### config.mk
export PLATFORM = sky130hd
export DESIGN_NAME = countgen_poller_flat
export DESIGN_NICKNAME = d
export VERILOG_FILES = /design/src/rtl/countgen_poller_if.sv /design/src/rtl/countgen_poller.sv /design/src/flat_wrapper.sv
export SDC_FILE = /design/constraint.sdc
export NUM_CORES = 1
export LEC_CHECK = 0
export CORE_MARGIN = 1
export CORE_UTILIZATION = 41
export CTS_CLUSTER_DIAMETER = 100
export DETAILED_ROUTE_END_ITERATION = 8
export GPL_TIMING_DRIVEN = 0
export PLACE_DENSITY = 0.76
export REMOVE_ABC_BUFFERS = 1
export SLEW_MARGIN = 20
export SYNTH_ARGS = -nofsm -noshare
export SYNTH_HDL_FRONTEND = slang
export SYNTH_SLANG_ARGS = --single-unit
### constraint.sdc
create_clock -name clk_i -period 3.9 [get_ports clk_i]
set_clock_uncertainty 0.05 [all_clocks]
set_input_delay 0.78 -clock clk_i [delete_from_list [all_inputs] [get_ports clk_i]]
set_output_delay 0.78 -clock clk_i [all_outputs]
set_load 0.005 [all_outputs]
### src/rtl/countgen_poller_if.sv
// Wishbone link between the countgen poller (master) and the countgen slave.
// 4-bit address and 32-bit data. Signal names are written from the master's side.
//   cyc_o, stb_o, we_o  cycle, strobe and write enable (master -> slave)
//   adr_o, dat_o        address and write data (master -> slave)
//   dat_i, ack_i        read data and acknowledge (slave -> master)
interface countgen_poller_if;
   logic        cyc_o;
   logic        stb_o;
   logic        we_o;
   logic [3:0]  adr_o;
   logic [31:0] dat_o;
   logic [31:0] dat_i;
   logic        ack_i;

   modport master (
      output cyc_o, stb_o, we_o, adr_o, dat_o,
      input  dat_i, ack_i
   );

   modport slave (
      input  cyc_o, stb_o, we_o, adr_o, dat_o,
      output dat_i, ack_i
   );
endinterface

### src/rtl/countgen_poller.sv
// Wishbone master that drives the countgen slave. It issues single config
// writes on request and, on a start pulse, reads counters 1..NUM_CH and hands
// each value to downstream logic as a valid/ready sample stream.
// Ports:
//   clk_i, rst_i       clock, asynchronous active-high reset
//   wb                 Wishbone master side (cyc/stb/we/adr/dat out, dat/ack in)
//   start_i            pulse: begin a counter sweep
//   cfg_wr_i           pulse: one config write of cfg_dat_i to cfg_adr_i
//   busy_o             high whenever the FSM is not idle
//   smp_valid_o/_ready_i, smp_idx_o, smp_dat_o   sample stream
//   err_o              sticky bus-timeout flag, cleared by the next accepted command
//
// state | meaning
// IDLE  | no transfer; accepts cfg_wr_i (priority) or start_i / pending start
// WR    | config write strobe out, waiting for ack_i
// RD    | counter read strobe out, waiting for ack_i
// CAP   | registered read data arrives; capture it into the sample
// PUSH  | sample offered downstream, waiting for smp_ready_i
module countgen_poller #(
   parameter int NUM_CH  = 8,
   parameter int RD_DLY  = 1,
   parameter int TIMEOUT = 15
) (
   input  logic              clk_i,
   input  logic              rst_i,
   countgen_poller_if.master wb,
   input  logic              start_i,
   input  logic              cfg_wr_i,
   input  logic [3:0]        cfg_adr_i,
   input  logic [31:0]       cfg_dat_i,
   output logic              busy_o,
   output logic              smp_valid_o,
   input  logic              smp_ready_i,
   output logic [3:0]        smp_idx_o,
   output logic [31:0]       smp_dat_o,
   output logic              err_o
);

   localparam logic [3:0] LAST_IDX = 4'(NUM_CH - 1);
   localparam logic [3:0] TMO_LOAD = 4'(TIMEOUT);

   typedef enum logic [2:0] {ST_IDLE, ST_WR, ST_RD, ST_CAP, ST_PUSH} state_t;

   state_t     state;
   logic [3:0] idx;
   logic [3:0] tmo_cnt;
   logic       start_pend;
   logic       tmo_last;

   // Down-counter loaded with TIMEOUT at launch; the strobe is abandoned after
   // TIMEOUT unacknowledged cycles. An ack on the final cycle still wins.
   assign tmo_last = (tmo_cnt == 4'd1);

   always_ff @(posedge clk_i or posedge rst_i) begin
      if (rst_i) begin
         state       <= ST_IDLE;
         idx         <= '0;
         tmo_cnt     <= '0;
         start_pend  <= 1'b0;
         wb.cyc_o    <= 1'b0;
         wb.stb_o    <= 1'b0;
         wb.we_o     <= 1'b0;
         wb.adr_o    <= '0;
         wb.dat_o    <= '0;
         busy_o      <= 1'b0;
         smp_valid_o <= 1'b0;
         smp_idx_o   <= '0;
         smp_dat_o   <= '0;
         err_o       <= 1'b0;
      end else begin
         case (state)
            ST_IDLE: begin
               // A start that collided with a write is served before any new write.
               if (cfg_wr_i && !start_pend) begin
                  wb.adr_o   <= cfg_adr_i;
                  wb.dat_o   <= cfg_dat_i;
                  wb.cyc_o   <= 1'b1;
                  wb.stb_o   <= 1'b1;
                  wb.we_o    <= 1'b1;
                  tmo_cnt    <= TMO_LOAD;
                  err_o      <= 1'b0;
                  busy_o     <= 1'b1;
                  start_pend <= start_i;
                  state      <= ST_WR;
               end else if (start_i || start_pend) begin
                  idx        <= '0;
                  wb.adr_o   <= 4'd1;
                  wb.cyc_o   <= 1'b1;
                  wb.stb_o   <= 1'b1;
                  wb.we_o    <= 1'b0;
                  tmo_cnt    <= TMO_LOAD;
                  err_o      <= 1'b0;
                  busy_o     <= 1'b1;
                  start_pend <= 1'b0;
                  state      <= ST_RD;
               end
            end

            ST_WR: begin
               if (wb.ack_i) begin
                  wb.cyc_o <= 1'b0;
                  wb.stb_o <= 1'b0;
                  wb.we_o  <= 1'b0;
                  busy_o   <= 1'b0;
                  state    <= ST_IDLE;
               end else if (tmo_last) begin
                  // Drop a pending start too, so the error stays visible to the host.
                  wb.cyc_o   <= 1'b0;
                  wb.stb_o   <= 1'b0;
                  wb.we_o    <= 1'b0;
                  err_o      <= 1'b1;
                  start_pend <= 1'b0;
                  busy_o     <= 1'b0;
                  state      <= ST_IDLE;
               end else begin
                  tmo_cnt <= tmo_cnt - 4'd1;
               end
            end

            ST_RD: begin
               if (wb.ack_i) begin
                  wb.cyc_o <= 1'b0;
                  wb.stb_o <= 1'b0;
                  if (RD_DLY == 0) begin
                     smp_dat_o   <= wb.dat_i;
                     smp_idx_o   <= idx;
                     smp_valid_o <= 1'b1;
                     state       <= ST_PUSH;
                  end else begin
                     state <= ST_CAP;
                  end
               end else if (tmo_last) begin
                  wb.cyc_o <= 1'b0;
                  wb.stb_o <= 1'b0;
                  err_o    <= 1'b1;
                  busy_o   <= 1'b0;
                  state    <= ST_IDLE;
               end else begin
                  tmo_cnt <= tmo_cnt - 4'd1;
               end
            end

            ST_CAP: begin
               smp_dat_o   <= wb.dat_i;
               smp_idx_o   <= idx;
               smp_valid_o <= 1'b1;
               state       <= ST_PUSH;
            end

            ST_PUSH: begin
               if (smp_ready_i) begin
                  smp_valid_o <= 1'b0;
                  if (idx == LAST_IDX) begin
                     busy_o <= 1'b0;
                     state  <= ST_IDLE;
                  end else begin
                     idx      <= idx + 4'd1;
                     wb.adr_o <= idx + 4'd2;
                     wb.cyc_o <= 1'b1;
                     wb.stb_o <= 1'b1;
                     tmo_cnt  <= TMO_LOAD;
                     state    <= ST_RD;
                  end
               end
            end

            default: begin
               wb.cyc_o    <= 1'b0;
               wb.stb_o    <= 1'b0;
               wb.we_o     <= 1'b0;
               smp_valid_o <= 1'b0;
               busy_o      <= 1'b0;
               state       <= ST_IDLE;
            end
         endcase
      end
   end

endmodule

### src/flat_wrapper.sv
// flat-port wrapper written by rule: the top's interface ports become plain ports
module countgen_poller_flat 
#(
   parameter int NUM_CH  = 8,
   parameter int RD_DLY  = 1,
   parameter int TIMEOUT = 15
)
  (clk_i, rst_i, start_i, cfg_wr_i, cfg_adr_i, cfg_dat_i, busy_o, smp_valid_o, smp_ready_i, smp_idx_o, smp_dat_o, err_o, wb_cyc_o, wb_stb_o, wb_we_o, wb_adr_o, wb_dat_o, wb_dat_i, wb_ack_i);
  countgen_poller_if wb_i ();
  input  logic clk_i;
  input  logic rst_i;
  input  logic start_i;
  input  logic cfg_wr_i;
  input  logic [3:0] cfg_adr_i;
  input  logic [31:0] cfg_dat_i;
  output logic busy_o;
  output logic smp_valid_o;
  input  logic smp_ready_i;
  output logic [3:0] smp_idx_o;
  output logic [31:0] smp_dat_o;
  output logic err_o;
  output wire logic [$bits(wb_i.cyc_o)-1:0] wb_cyc_o;
  output wire logic [$bits(wb_i.stb_o)-1:0] wb_stb_o;
  output wire logic [$bits(wb_i.we_o)-1:0] wb_we_o;
  output wire logic [$bits(wb_i.adr_o)-1:0] wb_adr_o;
  output wire logic [$bits(wb_i.dat_o)-1:0] wb_dat_o;
  input wire logic [$bits(wb_i.dat_i)-1:0] wb_dat_i;
  input wire logic [$bits(wb_i.ack_i)-1:0] wb_ack_i;
  assign wb_cyc_o = wb_i.cyc_o;
  assign wb_stb_o = wb_i.stb_o;
  assign wb_we_o = wb_i.we_o;
  assign wb_adr_o = wb_i.adr_o;
  assign wb_dat_o = wb_i.dat_o;
  assign wb_i.dat_i = wb_dat_i;
  assign wb_i.ack_i = wb_ack_i;
  countgen_poller #(.NUM_CH(NUM_CH), .RD_DLY(RD_DLY), .TIMEOUT(TIMEOUT)) u_core (.clk_i(clk_i), .rst_i(rst_i), .wb(wb_i), .start_i(start_i), .cfg_wr_i(cfg_wr_i), .cfg_adr_i(cfg_adr_i), .cfg_dat_i(cfg_dat_i), .busy_o(busy_o), .smp_valid_o(smp_valid_o), .smp_ready_i(smp_ready_i), .smp_idx_o(smp_idx_o), .smp_dat_o(smp_dat_o), .err_o(err_o));
endmodule
==> results of run 1 <==
power groups by stage:
| stage | logic [mW] | registers [mW] | clock network [mW] |
|---|---|---|---|
| floorplan | 0.891 | 1.64 | 0 |
| global placement | 1.93 | 1.60 | 0 |
| detailed placement | 1.99 | 1.63 | 0 |
| CTS | 2.00 | 1.61 | 0.674 |
| global route | 2.14 | 1.67 | 0.710 |
| finish | 1.97 | 1.61 | 0.651 |
logic make-up after synthesis:
logic type,synth area share [%]
flops,57.9
fa+ha+maj,1.30
xor+xnor,0.455
compound gates,8.42
mux,20.9
buf+inv,3.77
simple gates,7.25
registers in the layout, summed over array words and instances, names as in the netlist:
| signal | count |
|---|---|
| u_core.busy_o | 1 |
| u_core.smp_dat_o | 32 |
| u_core.wb.cyc_o | 1 |
| u_core.idx | 4 |
| u_core.wb.we_o | 1 |
| u_core.wb.adr_o | 4 |
| u_core.state | 3 |
| u_core.tmo_cnt | 4 |
| u_core.err_o | 1 |
| u_core.start_pend | 1 |
| u_core.smp_valid_o | 1 |
| u_core.smp_idx_o | 4 |
| u_core.wb.dat_o | 32 |
worst max path at each step:
stage	startpoint	to	cells past startpoint
detailed placement	cfg_wr_i	u_core.wb.dat_o[20]	4
finish	cfg_wr_i	u_core.wb.dat_o[20]	4
floorplan	rst_i	u_core.busy_o	1
global placement	rst_i	u_core.wb.dat_o[23]	2
CTS	cfg_wr_i	u_core.wb.dat_o[20]	4
global route	cfg_wr_i	u_core.wb.dat_o[20]	4
layout make-up:
class	instances	share of cell area, %
Clock buffer	11	2.50
Inverter	9	0.643
Timing Repair Buffer	153	27.7
Sequential cell	89	39.4
Multi-Input combinational cell	175	26.1
Tap cell	108	2.39
Clock inverter	5	1.13
cells in the final DEF (no fill, tap or decap), drive strengths merged, types with 2 or more instances in the layout:
master / instances
or3b: 2
nand3: 5
inv: 10
o31ai: 2
nand2: 11
o21ai: 14
clkinv: 2
o22a: 2
nand2b: 4
clkbuf: 11
mux2: 69
ha: 4
buf: 2
dfrtp: 89
and3: 3
nor3: 2
a21oi: 12
or2: 3
xnor2: 2
a31oi: 7
nand3b: 2
nor2: 16
a21o: 2
nor4: 2
clkdlybuf4s50: 151
metal layers:
layer | up-vias | GRT usage [%]
met5 | - | 0
met4 | 0 | 4.82
met3 | 9 | 5.18
met2 | 105 | 31.1
met1 | 1342 | 25.9
li1 | 1327 | -
metrics by stage:
step / hold WS [ns] / util (%)
floorplan: 0.423 / -
global placement: 0.418 / 60.6
detailed placement: 0.418 / 61.2
CTS: 0.445 / 63.5
global route: 0.451 / 63.5
finish: 0.442 / 63.5
==> out/qor.txt, run 1 <==
========================================================================================================
Largest net degree at the start of global routing .........................................           56
Inserted Diodes ...........................................................................            0
Overall power consumption .................................................................      4.23 mW
# hold bufs at CTS ........................................................................            0
Worst reg2reg endpoint .................................................................... u_core.wb.dat_o[20]
Worst slew margin .........................................................................        41.3%
Category of the worst setup path capture point ............................................         flop
Worst hold path type ...................................................................... flop to flop
Status .................................................................................... finished clean
Kind of cell adding the most delay to the critical path ................................... simple AND/OR/NAND/NOR gates
Unrepaired setup endpoints after global routing ...........................................        false
Post-cts sizing count .....................................................................            0
Final Hold Violating Endpoints ............................................................            0
Area after DPL ............................................................................     5440 um2
Sequential element share of the synthesized area ..........................................        57.9%
Worst endpoint required time ..............................................................      4.08 ns
Total Routing Usage GR ....................................................................        19.3%
Met2 WL post-DR ...........................................................................      4290 um
Count of buffers from port buffering ......................................................          151
Cell chain of the critical path ........................................................... clkdlybuf4s50_1, nor2b_1, nand3b_2, mux2_2
Clock network latency to the later pin of the worst-skew pair .............................      0.35 ns
Antenna-violating nets left ...............................................................            0
Area inside the core boundary .............................................................     8890 um2
Comb pwr share ............................................................................        46.7%
Wire length per cell after detailed routing ...............................................      16.1 um
Post-synthesis area per instance ..........................................................     13.3 um2
Final std cell area, no fill ..............................................................     5650 um2
IR drop worst, VDD ........................................................................     0.284 mV
Worst EP arrival ..........................................................................      3.15 ns
First-iteration detailed-routing DRC count ................................................           77
Number of clock sinks .....................................................................           89
Met1 Routed Length ........................................................................      3950 um
Uppermost signal routing layer after detailed routing .....................................         met4
Multi-input combinational cell area .......................................................     1480 um2
Sequential Area ...........................................................................     2230 um2
Die width .................................................................................      98.9 um
Hold Startpoint ........................................................................... u_core.wb.adr_o[0]
Clock tree buffer depth ...................................................................            2
Antenna violations before repair ..........................................................            0
Number of cells on the worst reg-to-reg path ..............................................            3
Area fraction of the dominant cell type after synthesis ...................................        57.9%
Netlist area before placement .............................................................     3850 um2
First-pass DRT Iterations .................................................................            4
Clk Tree Root Cell ........................................................................     clkbuf_8
Total CTS buffers .........................................................................            9
Via count .................................................................................        2,783
Fin. max-slew vios ........................................................................            0
Via-to-Cell Ratio .........................................................................         5.06
FF+latch count, synth .....................................................................           89
Post-layout instance count excluding filler cells .........................................          550
Delay contributed by the slowest stage of the critical path ...............................      0.76 ns
Detailed placement HPWL ...................................................................      6370 um
DRC Markers ...............................................................................            0
H-tree levels .............................................................................            3
Switching fraction of total power .........................................................        30.3%
Site Rows .................................................................................           34
Total power per unit cell area ............................................................   750 nW/um2
Total of max-cap violations ...............................................................            0
Share of post-route cells with drive strength above 1 .....................................        22.4%
Number of unique standard cell types used by synthesis ....................................           45
Syn-to-layout area delta ..................................................................        46.7%
TritonCTS clock tree ......................................................................        built
Clock network fraction of total power .....................................................        15.4%
Boundary Pins .............................................................................          152
Global-route congestion overflow total ....................................................            0
Largest driver fanout on the critical path ................................................           33
Most repeated cell in the gate-level netlist after synthesis ..............................      dfrtp_1
Routed wire length ........................................................................      8840 um
Post-CTS Setup Repair Bufs ................................................................            0
Max Clk Rate ..............................................................................      337 MHz
Layout fillers ............................................................................          721
Largest cells by area after synthesis ..................................................... dfrtp_1 58%, mux2_2 19%, mux2_4 2.0%, a21oi_1 1.6%, o21ai_0 1.6%
Number of enable flip-flop cells after synthesis ..........................................            0
Worst Path Buf+Inv ........................................................................            1
Minimum setup slack among reg-to-reg paths ................................................      1.40 ns
Post-route setup slack ....................................................................     0.930 ns
Synth Flop Type ...........................................................................      dfrtp_1
Starting Density ..........................................................................        43.3%
Total met3 wirelength after detailed routing ..............................................       520 um
Shortest clock period the worst path allows after layout ..................................      2.97 ns
Wire length of the first global-routing pass ..............................................    14,700 um
Category of the worst setup path launch point .............................................    input pin
Worst Setup Path Type ..................................................................... input pin to flop
Vias in the first global route ............................................................        2,854
Net switching power of the design .........................................................      1.28 mW
Post-Syn Instances ........................................................................          289
Worst Hold Depth ..........................................................................            1
Final weighted congestion of routability-driven global placement ..........................        0.907
Slew @ Worst Pin ..........................................................................     0.876 ns
Share of flip-flops with an asynchronous set or reset .....................................         100%
Final-stage net count .....................................................................          515
Post-Place Setup Slack ....................................................................     0.586 ns
Launch point of the worst reg-to-reg path ................................................. u_core.state[0]
Post-CTS clock slew at the launch and capture registers of the worst setup and hold paths .      0.09 ns
Portion of total power attributed to sequential cells .....................................        38.0%
Count of synthesis-stage warnings from yosys ..............................................            0
Overall die area ..........................................................................     9780 um2
Yosys top cell by area ....................................................................      dfrtp_1
Total leakage power .......................................................................      2.41 nW
Die Ht ....................................................................................      98.9 um
Aggregate negative setup slack ............................................................         0 ns
Commonest cells in the synthesized netlist ................................................ 89 x dfrtp_1, 64 x mux2_2, 14 x nor2_1
Post-route clock period utilization .......................................................        76.2%
Final Setup Violations ....................................................................            0
Hold Path Sink ............................................................................ u_core.wb.adr_o[0]
Placed cell count .........................................................................          534
Internal portion of total power ...........................................................      2.95 mW
Critical Path Slowest Stage Cell ..........................................................     nand3b_2
========================================================================================================
(Power assumes the default switching activity.)
==> inputs of run 2 (changes only) <==
--- a/config.mk
+++ b/config.mk
@@ -6,7 +6,7 @@
 export NUM_CORES = 1
 export LEC_CHECK = 0
 export CORE_MARGIN = 1
-export CORE_UTILIZATION = 41
+export CORE_UTILIZATION = 39
 export CTS_CLUSTER_DIAMETER = 100
 export DETAILED_ROUTE_END_ITERATION = 8
 export GPL_TIMING_DRIVEN = 0
==> constraint.sdc (replaced) <==
create_clock -name clk_i -period 2.6 [get_ports clk_i]
set_clock_uncertainty 0.05 [all_clocks]
set_input_delay 0.52 -clock clk_i [delete_from_list [all_inputs] [get_ports clk_i]]
set_output_delay 0.52 -clock clk_i [all_outputs]
set_load 0.005 [all_outputs]
==> run 2 against run 1 <==
Net effect: via count up 0.32%; final area hardly changed; critical endpoint is now u_core.wb.dat_o[21]; critical path type unchanged; cell count rose by 3.8%; flip-flop and latch count stayed put.
==> out/qor.txt, run 2 (synthesis gave the netlist of run 1 again) <==
========================================================================================================
DRC Markers ...............................................................................            0   unchanged
Site Rows .................................................................................           35   was 34
Max Clk Rate ..............................................................................      417 MHz
Hold Startpoint ........................................................................... u_core.wb.adr_o[0]   unchanged
Count of buffers from port buffering ......................................................          151   unchanged
Met3 Track Usage GR .......................................................................        4.21%   was 5.18%
TritonCTS clock tree ......................................................................        built   unchanged
Die Ht ....................................................................................       101 um   was 98.9 um
H-tree levels .............................................................................            3   unchanged
Post-route clock period utilization .......................................................        92.3%
Vias in the first global route ............................................................        2,733   was 2,854
Die width .................................................................................       101 um   was 98.9 um
IR drop worst, VDD ........................................................................     0.522 mV   was 0.284 mV
First-iteration detailed-routing DRC count ................................................           89   was 77
Area inside the core boundary .............................................................     9420 um2   was 8890 um2
Overall die area ..........................................................................   10,300 um2   was 9780 um2
Cell chain of the critical path ........................................................... clkdlybuf4s50_1, nor2b_1, nand3b_4, mux2_2   was clkdlybuf4s50_1, nor2b_1, nand3b_2, mux2_2
GRT Max-Usage Layer .......................................................................         met2   unchanged
Category of the worst setup path capture point ............................................         flop   unchanged
Aggregate negative setup slack ............................................................         0 ns   unchanged
Total CTS buffers .........................................................................            9   unchanged
Critical Path Slowest Stage Cell ..........................................................      nor2b_1   was nand3b_2
Share of post-route cells with drive strength above 1 .....................................        22.6%   was 22.4%
Clock tree buffer depth ...................................................................            2   unchanged
Unrepaired setup endpoints after global routing ...........................................        false   unchanged
Via count .................................................................................        2,792   was 2,783
Status .................................................................................... finished clean   unchanged
Wire length per cell after detailed routing ...............................................      15.1 um   was 16.1 um
Met1 Use GR ...............................................................................        22.2%   was 25.9%
Total leakage power .......................................................................      2.41 nW   about the same
Clk Tree Root Cell ........................................................................     clkbuf_8   unchanged
Largest driver fanout on the critical path ................................................           33   unchanged
Number of clock sinks .....................................................................           89   unchanged
Syn-to-layout area delta ..................................................................        46.8%   was 46.7%
Antenna violations before repair ..........................................................            0   unchanged
Final Hold Violating Endpoints ............................................................            0   unchanged
Total of max-cap violations ...............................................................            0   unchanged
Slew @ Worst Pin ..........................................................................     0.725 ns   was 0.876 ns
Global-route congestion overflow total ....................................................            0   unchanged
Worst slew margin .........................................................................        51.6%   was 41.3%
Placed cell count .........................................................................          555   was 534
Layout fillers ............................................................................          772   was 721
Via-to-Cell Ratio .........................................................................         4.89   was 5.06
Clock network latency to the later pin of the worst-skew pair .............................      0.34 ns   was 0.35 ns
First-pass DRT Iterations .................................................................            4   unchanged
Starting Density ..........................................................................        40.9%   was 43.3%
Routed wire length ........................................................................      8640 um   was 8840 um
Total power per unit cell area ............................................................  1100 nW/um2   was 750 nW/um2
Largest registers ......................................................................... u_core.smp_dat_o x32, u_core.wb.dat_o x32   unchanged
Worst Setup Path Type ..................................................................... input pin to flop   unchanged
Post-layout instance count excluding filler cells .........................................          571   was 550
Total Routing Usage GR ....................................................................        17.2%   was 19.3%
Category of the worst setup path launch point .............................................    input pin   unchanged
Met2 global-route usage ...................................................................        28.0%   was 31.1%
Launch point of the worst reg-to-reg path ................................................. u_core.state[2]   was u_core.state[0]
Final-stage net count .....................................................................          515   unchanged
Delay contributed by the slowest stage of the critical path ...............................      0.61 ns   was 0.76 ns
Overall power consumption .................................................................      6.23 mW   was 4.23 mW
Largest net degree at the start of global routing .........................................           48   was 56
Post-CTS Setup Repair Bufs ................................................................            0   unchanged
Antenna-violating nets left ...............................................................            0   unchanged
Worst endpoint required time ..............................................................      2.78 ns   was 4.08 ns
Fin. max-slew vios ........................................................................            0   unchanged
Detailed placement HPWL ...................................................................      6380 um   was 6370 um
Wire length of the first global-routing pass ..............................................    13,700 um   was 14,700 um
Shortest clock period the worst path allows after layout ..................................      2.40 ns
Post-CTS clock slew at the launch and capture registers of the worst setup and hold paths .      0.08 ns   was 0.09 ns
Worst hold path type ...................................................................... flop to flop   unchanged
End-of-flow core utilization ..............................................................        60.0%   was 63.5%
Boundary Pins .............................................................................          152   unchanged
Final Setup Violations ....................................................................            0   unchanged
Most frequent cells in the layout ......................................................... 151 x clkdlybuf4s50_1, 89 x dfrtp_1, 64 x mux2_2, 14 x nor2_1   unchanged
Most common library cell in the layout ignoring fill and taps ............................. clkdlybuf4s50_1   unchanged
Worst setup path start ....................................................................     cfg_wr_i   unchanged
Inserted Diodes ...........................................................................            0   unchanged
Final weighted congestion of routability-driven global placement ..........................        0.912   was 0.907
Worst EP arrival ..........................................................................      2.58 ns   was 3.15 ns
========================================================================================================
==> run 2: changes by cell type in the layout (fill, tap and decap cells not counted), sizes merged <==
cell and delta:
bufinv -1, clkbuf -1, clkinv +1, clkinvlp +1
==> run 2: where the power goes <==
part	leakage [nW]	total (mW)	internal (mW)	switching, mW
clock network	0.0887	0.862	0.375	0.487
registers	1.06	2.43	2.02	0.409
logic	1.26	2.94	1.93	1.02
total	2.41	6.23	4.32	1.91
==> run 2: cell type report <==
class	instances	area (um2)	area share, %
repair buffers	153	1560	27.6
well taps	129	161	2.86
clock buffers	10	138	2.44
clock inverters	6	42.5	0.753
flip-flops and latches	89	2230	39.4
inverters	9	36.3	0.642
multi-input cells	175	1490	26.3
==> run 2: metrics by stage <==
stage | instance area (um2) | setup slack [ns] | hold WS [ns]
6_report | 5650 | 0.199 | 0.436
5_1_grt | 5650 | 0.0884 | 0.475
3_3_place_gp | 5410 | -1.65 | 0.417
2_1_floorplan | 3740 | -0.277 | 0.423
4_1_cts | 5650 | 0.201 | 0.446
3_5_place_dp | 5460 | -0.492 | 0.427
==> run 2: routing by layer <==
layer / vias up / wire, um
met4: 0 / 104
li1: 1325 / -
met2: 97 / 4130
met5: - / 0
met1: 1361 / 3810
met3: 9 / 598
==> run 2: final timing paths <==
check                                       endpoint  slack, ns  cells past startpoint
worst max-delay path             u_core.wb.dat_o[21]       0.20                      4
worst min-delay path              u_core.wb.adr_o[0]       0.44                      1
worst max register to register     u_core.tmo_cnt[3]       0.25                      5
worst min register to register    u_core.wb.adr_o[0]       0.44                      1
max in group asynchronous             u_core.wb.we_o       1.36                      3
min in group asynchronous       u_core.smp_dat_o[12]       0.51                      2
==> run 2: timing repair <==
| item | 4_1_cts | 5_1_grt |
|---|---|---|
| resized for setup | 1 | 0 |
| hold buffers | 0 | 0 |
| endpoints found under the setup margin | 32 | 0 |
==> run 2: critical path: cells and delay by family <==
family | cells | cell delay (ns)
buffers and inverters | 1 | 0.51
and+or+nand+nor | 2 | 1.10
muxes | 1 | 0.44
==> inputs of run 3 (changes only) <==
--- a/config.mk
+++ b/config.mk
@@ -6,11 +6,10 @@
 export NUM_CORES = 1
 export LEC_CHECK = 0
 export CORE_MARGIN = 1
-export CORE_UTILIZATION = 39
+export CORE_UTILIZATION = 30
 export CTS_CLUSTER_DIAMETER = 100
 export DETAILED_ROUTE_END_ITERATION = 8
 export GPL_TIMING_DRIVEN = 0
-export PLACE_DENSITY = 0.76
 export REMOVE_ABC_BUFFERS = 1
 export SLEW_MARGIN = 20
 export SYNTH_ARGS = -nofsm -noshare
==> run 3 against run 2 <==
Net effect: worst hold slack gained 0.00091 ns; combinational power is essentially flat; clock-buffer cell count up 1; die area up 29%; flip-flop and latch count unchanged; cell count grew 7.4%; wire length is 2.1% lower; sequential power barely moved; utilization shrank 14 points; final area grew 2.9%; critical path depth rose by 1; critical endpoint is now u_core.tmo_cnt[2].
==> out/qor.txt, run 3 (synthesis gave the netlist of run 1 again) <==
========================================================================================================
Fin. max-slew vios ........................................................................            0   unchanged
Total power per unit cell area ............................................................  1130 nW/um2   was 1100 nW/um2
Worst setup path start .................................................................... u_core.state[2]   was cfg_wr_i
Total of max-cap violations ...............................................................            0   unchanged
Wire length per cell after detailed routing ...............................................      13.8 um   was 15.1 um
Category of the worst setup path capture point ............................................         flop   unchanged
# hold bufs at CTS ........................................................................            0   unchanged
Count of buffers from port buffering ......................................................          151   unchanged
Site Rows .................................................................................           41   was 35
Hold Startpoint ........................................................................... u_core.wb.adr_o[3]   was u_core.wb.adr_o[0]
Number of clock sinks .....................................................................           89   unchanged
Sequential Area ...........................................................................     2230 um2   unchanged
Final Hold Violating Endpoints ............................................................            0   unchanged
Starting Density ..........................................................................        30.6%   was 40.9%
Unrepaired setup endpoints after global routing ...........................................        false   unchanged
Status .................................................................................... finished clean   unchanged
Overall die area ..........................................................................   13,300 um2   was 10,300 um2
Die Ht ....................................................................................       115 um   was 101 um
Critical Path Slowest Stage Cell ..........................................................      dfrtp_1   was nor2b_1
Category of the worst setup path launch point .............................................         flop   was input pin
DRC Markers ...............................................................................            0   unchanged
Total Routing Usage GR ....................................................................        13.0%   was 17.2%
Area after DPL ............................................................................     5520 um2   was 5460 um2
Via count .................................................................................        2,748   was 2,792
IR drop worst, VDD ........................................................................     0.376 mV   was 0.522 mV
Clk Tree Root Cell ........................................................................    clkbuf_16   was clkbuf_8
Worst endpoint required time ..............................................................      2.77 ns   was 2.78 ns
Comb pwr share ............................................................................        44.6%   was 47.2%
Syn-to-layout area delta ..................................................................        51.0%   was 46.8%
Max Clk Rate ..............................................................................      433 MHz   was 417 MHz
Inserted Diodes ...........................................................................            0   unchanged
Post-Place Setup Slack ....................................................................    -0.573 ns   was -0.492 ns
Post-CTS clock slew at the launch and capture registers of the worst setup and hold paths .      0.06 ns   was 0.08 ns
Final-stage net count .....................................................................          515   unchanged
Total leakage power .......................................................................      2.46 nW   was 2.41 nW
H-tree levels .............................................................................            3   unchanged
Die width .................................................................................       115 um   was 101 um
Cell chain of the critical path ........................................................... or3b_1, o2bb2ai_4, nor4_4, and3_4, o21ai_2   was clkdlybuf4s50_1, nor2b_1, nand3b_4, mux2_2
Slew @ Worst Pin ..........................................................................     0.710 ns   was 0.725 ns
Clock tree buffer depth ...................................................................            2   unchanged
First-pass DRT Iterations .................................................................            4   unchanged
Routed wire length ........................................................................      8460 um   was 8640 um
Antenna-violating nets left ...............................................................            0   unchanged
Delay contributed by the slowest stage of the critical path ...............................      0.62 ns   was 0.61 ns
Placed cell count .........................................................................          598   was 555
Wire length of the first global-routing pass ..............................................    13,400 um   was 13,700 um
Antenna violations before repair ..........................................................            0   unchanged
Clock network latency to the later pin of the worst-skew pair .............................      0.33 ns   was 0.34 ns
Boundary Pins .............................................................................          152   unchanged
Total CTS buffers .........................................................................            9   unchanged
Multi-input combinational cell area .......................................................     1490 um2   about the same
Largest net degree at the start of global routing .........................................           55   was 48
Layout fillers ............................................................................        1,172   was 772
Minimum setup slack among reg-to-reg paths ................................................      0.29 ns   was 0.25 ns
Final weighted congestion of routability-driven global placement ..........................        0.795   was 0.912
Post-route clock period utilization .......................................................        88.9%   was 92.3%
Switching fraction of total power .........................................................        28.7%   was 30.7%
Final Setup Violations ....................................................................            0   unchanged
Post-layout instance count excluding filler cells .........................................          613   was 571
Shortest clock period the worst path allows after layout ..................................      2.31 ns   was 2.40 ns
Final std cell area, no fill ..............................................................     5810 um2   was 5650 um2
Share of post-route cells with drive strength above 1 .....................................        22.2%   was 22.6%
Portion of total power attributed to sequential cells .....................................        36.7%   was 38.9%
End-of-flow core utilization ..............................................................        46.3%   was 60.0%
Via-to-Cell Ratio .........................................................................         4.48   was 4.89
Detailed placement HPWL ...................................................................      6160 um   was 6380 um
Worst hold path type ...................................................................... flop to flop   unchanged
Clock network fraction of total power .....................................................        18.7%   was 13.8%
Launch point of the worst reg-to-reg path ................................................. u_core.state[2]   unchanged
Worst EP arrival ..........................................................................      2.48 ns   was 2.58 ns
Largest registers ......................................................................... u_core.smp_dat_o x32, u_core.wb.dat_o x32   unchanged
First-iteration detailed-routing DRC count ................................................          139   was 89
Worst Setup Path Type ..................................................................... flop to flop   was input pin to flop
Area inside the core boundary .............................................................   12,600 um2   was 9420 um2
Internal portion of total power ...........................................................      4.69 mW   was 4.32 mW
Largest driver fanout on the critical path ................................................           24   was 33
Most common library cell in the layout ignoring fill and taps ............................. clkdlybuf4s50_1   unchanged
Net switching power of the design .........................................................      1.89 mW   was 1.91 mW
Most frequent cells in the layout ......................................................... 151 x clkdlybuf4s50_1, 89 x dfrtp_1, 64 x mux2_2, 14 x nor2_1   unchanged
Vias in the first global route ............................................................        2,733   unchanged
Post-route setup slack ....................................................................     0.289 ns   was 0.199 ns
Global-route congestion overflow total ....................................................            0   unchanged
Worst slew margin .........................................................................        52.2%   was 51.6%
TritonCTS clock tree ......................................................................        built   unchanged
========================================================================================================
-- run 3: cell count changes in the layout (fill, tap and decap cells not counted), sizes merged --
cell / delta
clkinvlp: -2
clkbuf: +1
bufinv: +1
inv: -1
-- run 3: power groups by stage --
| stage | Combinational [mW] | Sequential, mW | Clock, mW |
|---|---|---|---|
| 2_1_floorplan | 1.34 | 2.45 | 0 |
| 3_3_place_gp | 2.92 | 2.41 | 0 |
| 3_5_place_dp | 2.98 | 2.44 | 0 |
| 4_1_cts | 2.99 | 2.42 | 1.28 |
| 5_1_grt | 3.19 | 2.50 | 1.34 |
| 6_report | 2.94 | 2.41 | 1.23 |
-- run 3: area by class of cell --
class,instances,share of cell area (%)
clock buffers,11,4.00
clock inverters,4,0.775
inverters,9,0.667
multi-input cells,175,25.6
flip-flops and latches,89,38.3
well taps,172,3.70
repair buffers,153,26.9
-- run 3: repair_timing --
item | in CTS | in global routing
setup buffers | 0 | 0
gates resized for setup | 1 | 1
endpoints found under the setup margin | 33 | 32
gates cloned | 0 | 0
pin swaps | 0 | 0
-- run 3: path summary, 6_finish.rpt --
path,to,depth (start not counted)
min reg2reg,u_core.wb.adr_o[3],2
max reg2reg,u_core.tmo_cnt[2],5
min in group asynchronous,u_core.wb.dat_o[0],2
max in group asynchronous,u_core.tmo_cnt[1],3
min,u_core.wb.adr_o[3],2
max,u_core.tmo_cnt[2],5
-- run 3: stage by stage --
stage	hold WS [ns]	total power, mW	TNS, ns
2_1_floorplan	0.423	3.79	-24.64
3_3_place_gp	0.419	5.33	-179.91
3_5_place_dp	0.430	5.42	-18.36
4_1_cts	0.445	6.69	0
5_1_grt	0.459	7.03	0
6_report	0.437	6.58	0
-- run 3: routing by layer --
layer | GRT usage, % | share of wire, % | wire length, um | vias to the layer above
li1 | - | - | - | 1323
met1 | 16.8 | 44 | 3750 | 1344
met2 | 21.4 | 50 | 4190 | 73
met3 | 3.22 | 5.2 | 438 | 8
met4 | 4.16 | 0.90 | 76 | 0
met5 | 0 | 0 | 0 | -
-- run 3: critical path: cells and delay by family, from the launching register on --
family           cells  cell delay (ns)
flip-flops           1             0.62
AO/OA/AOI/OAI        2             0.21
AND/OR/NAND/NOR      3             1.32
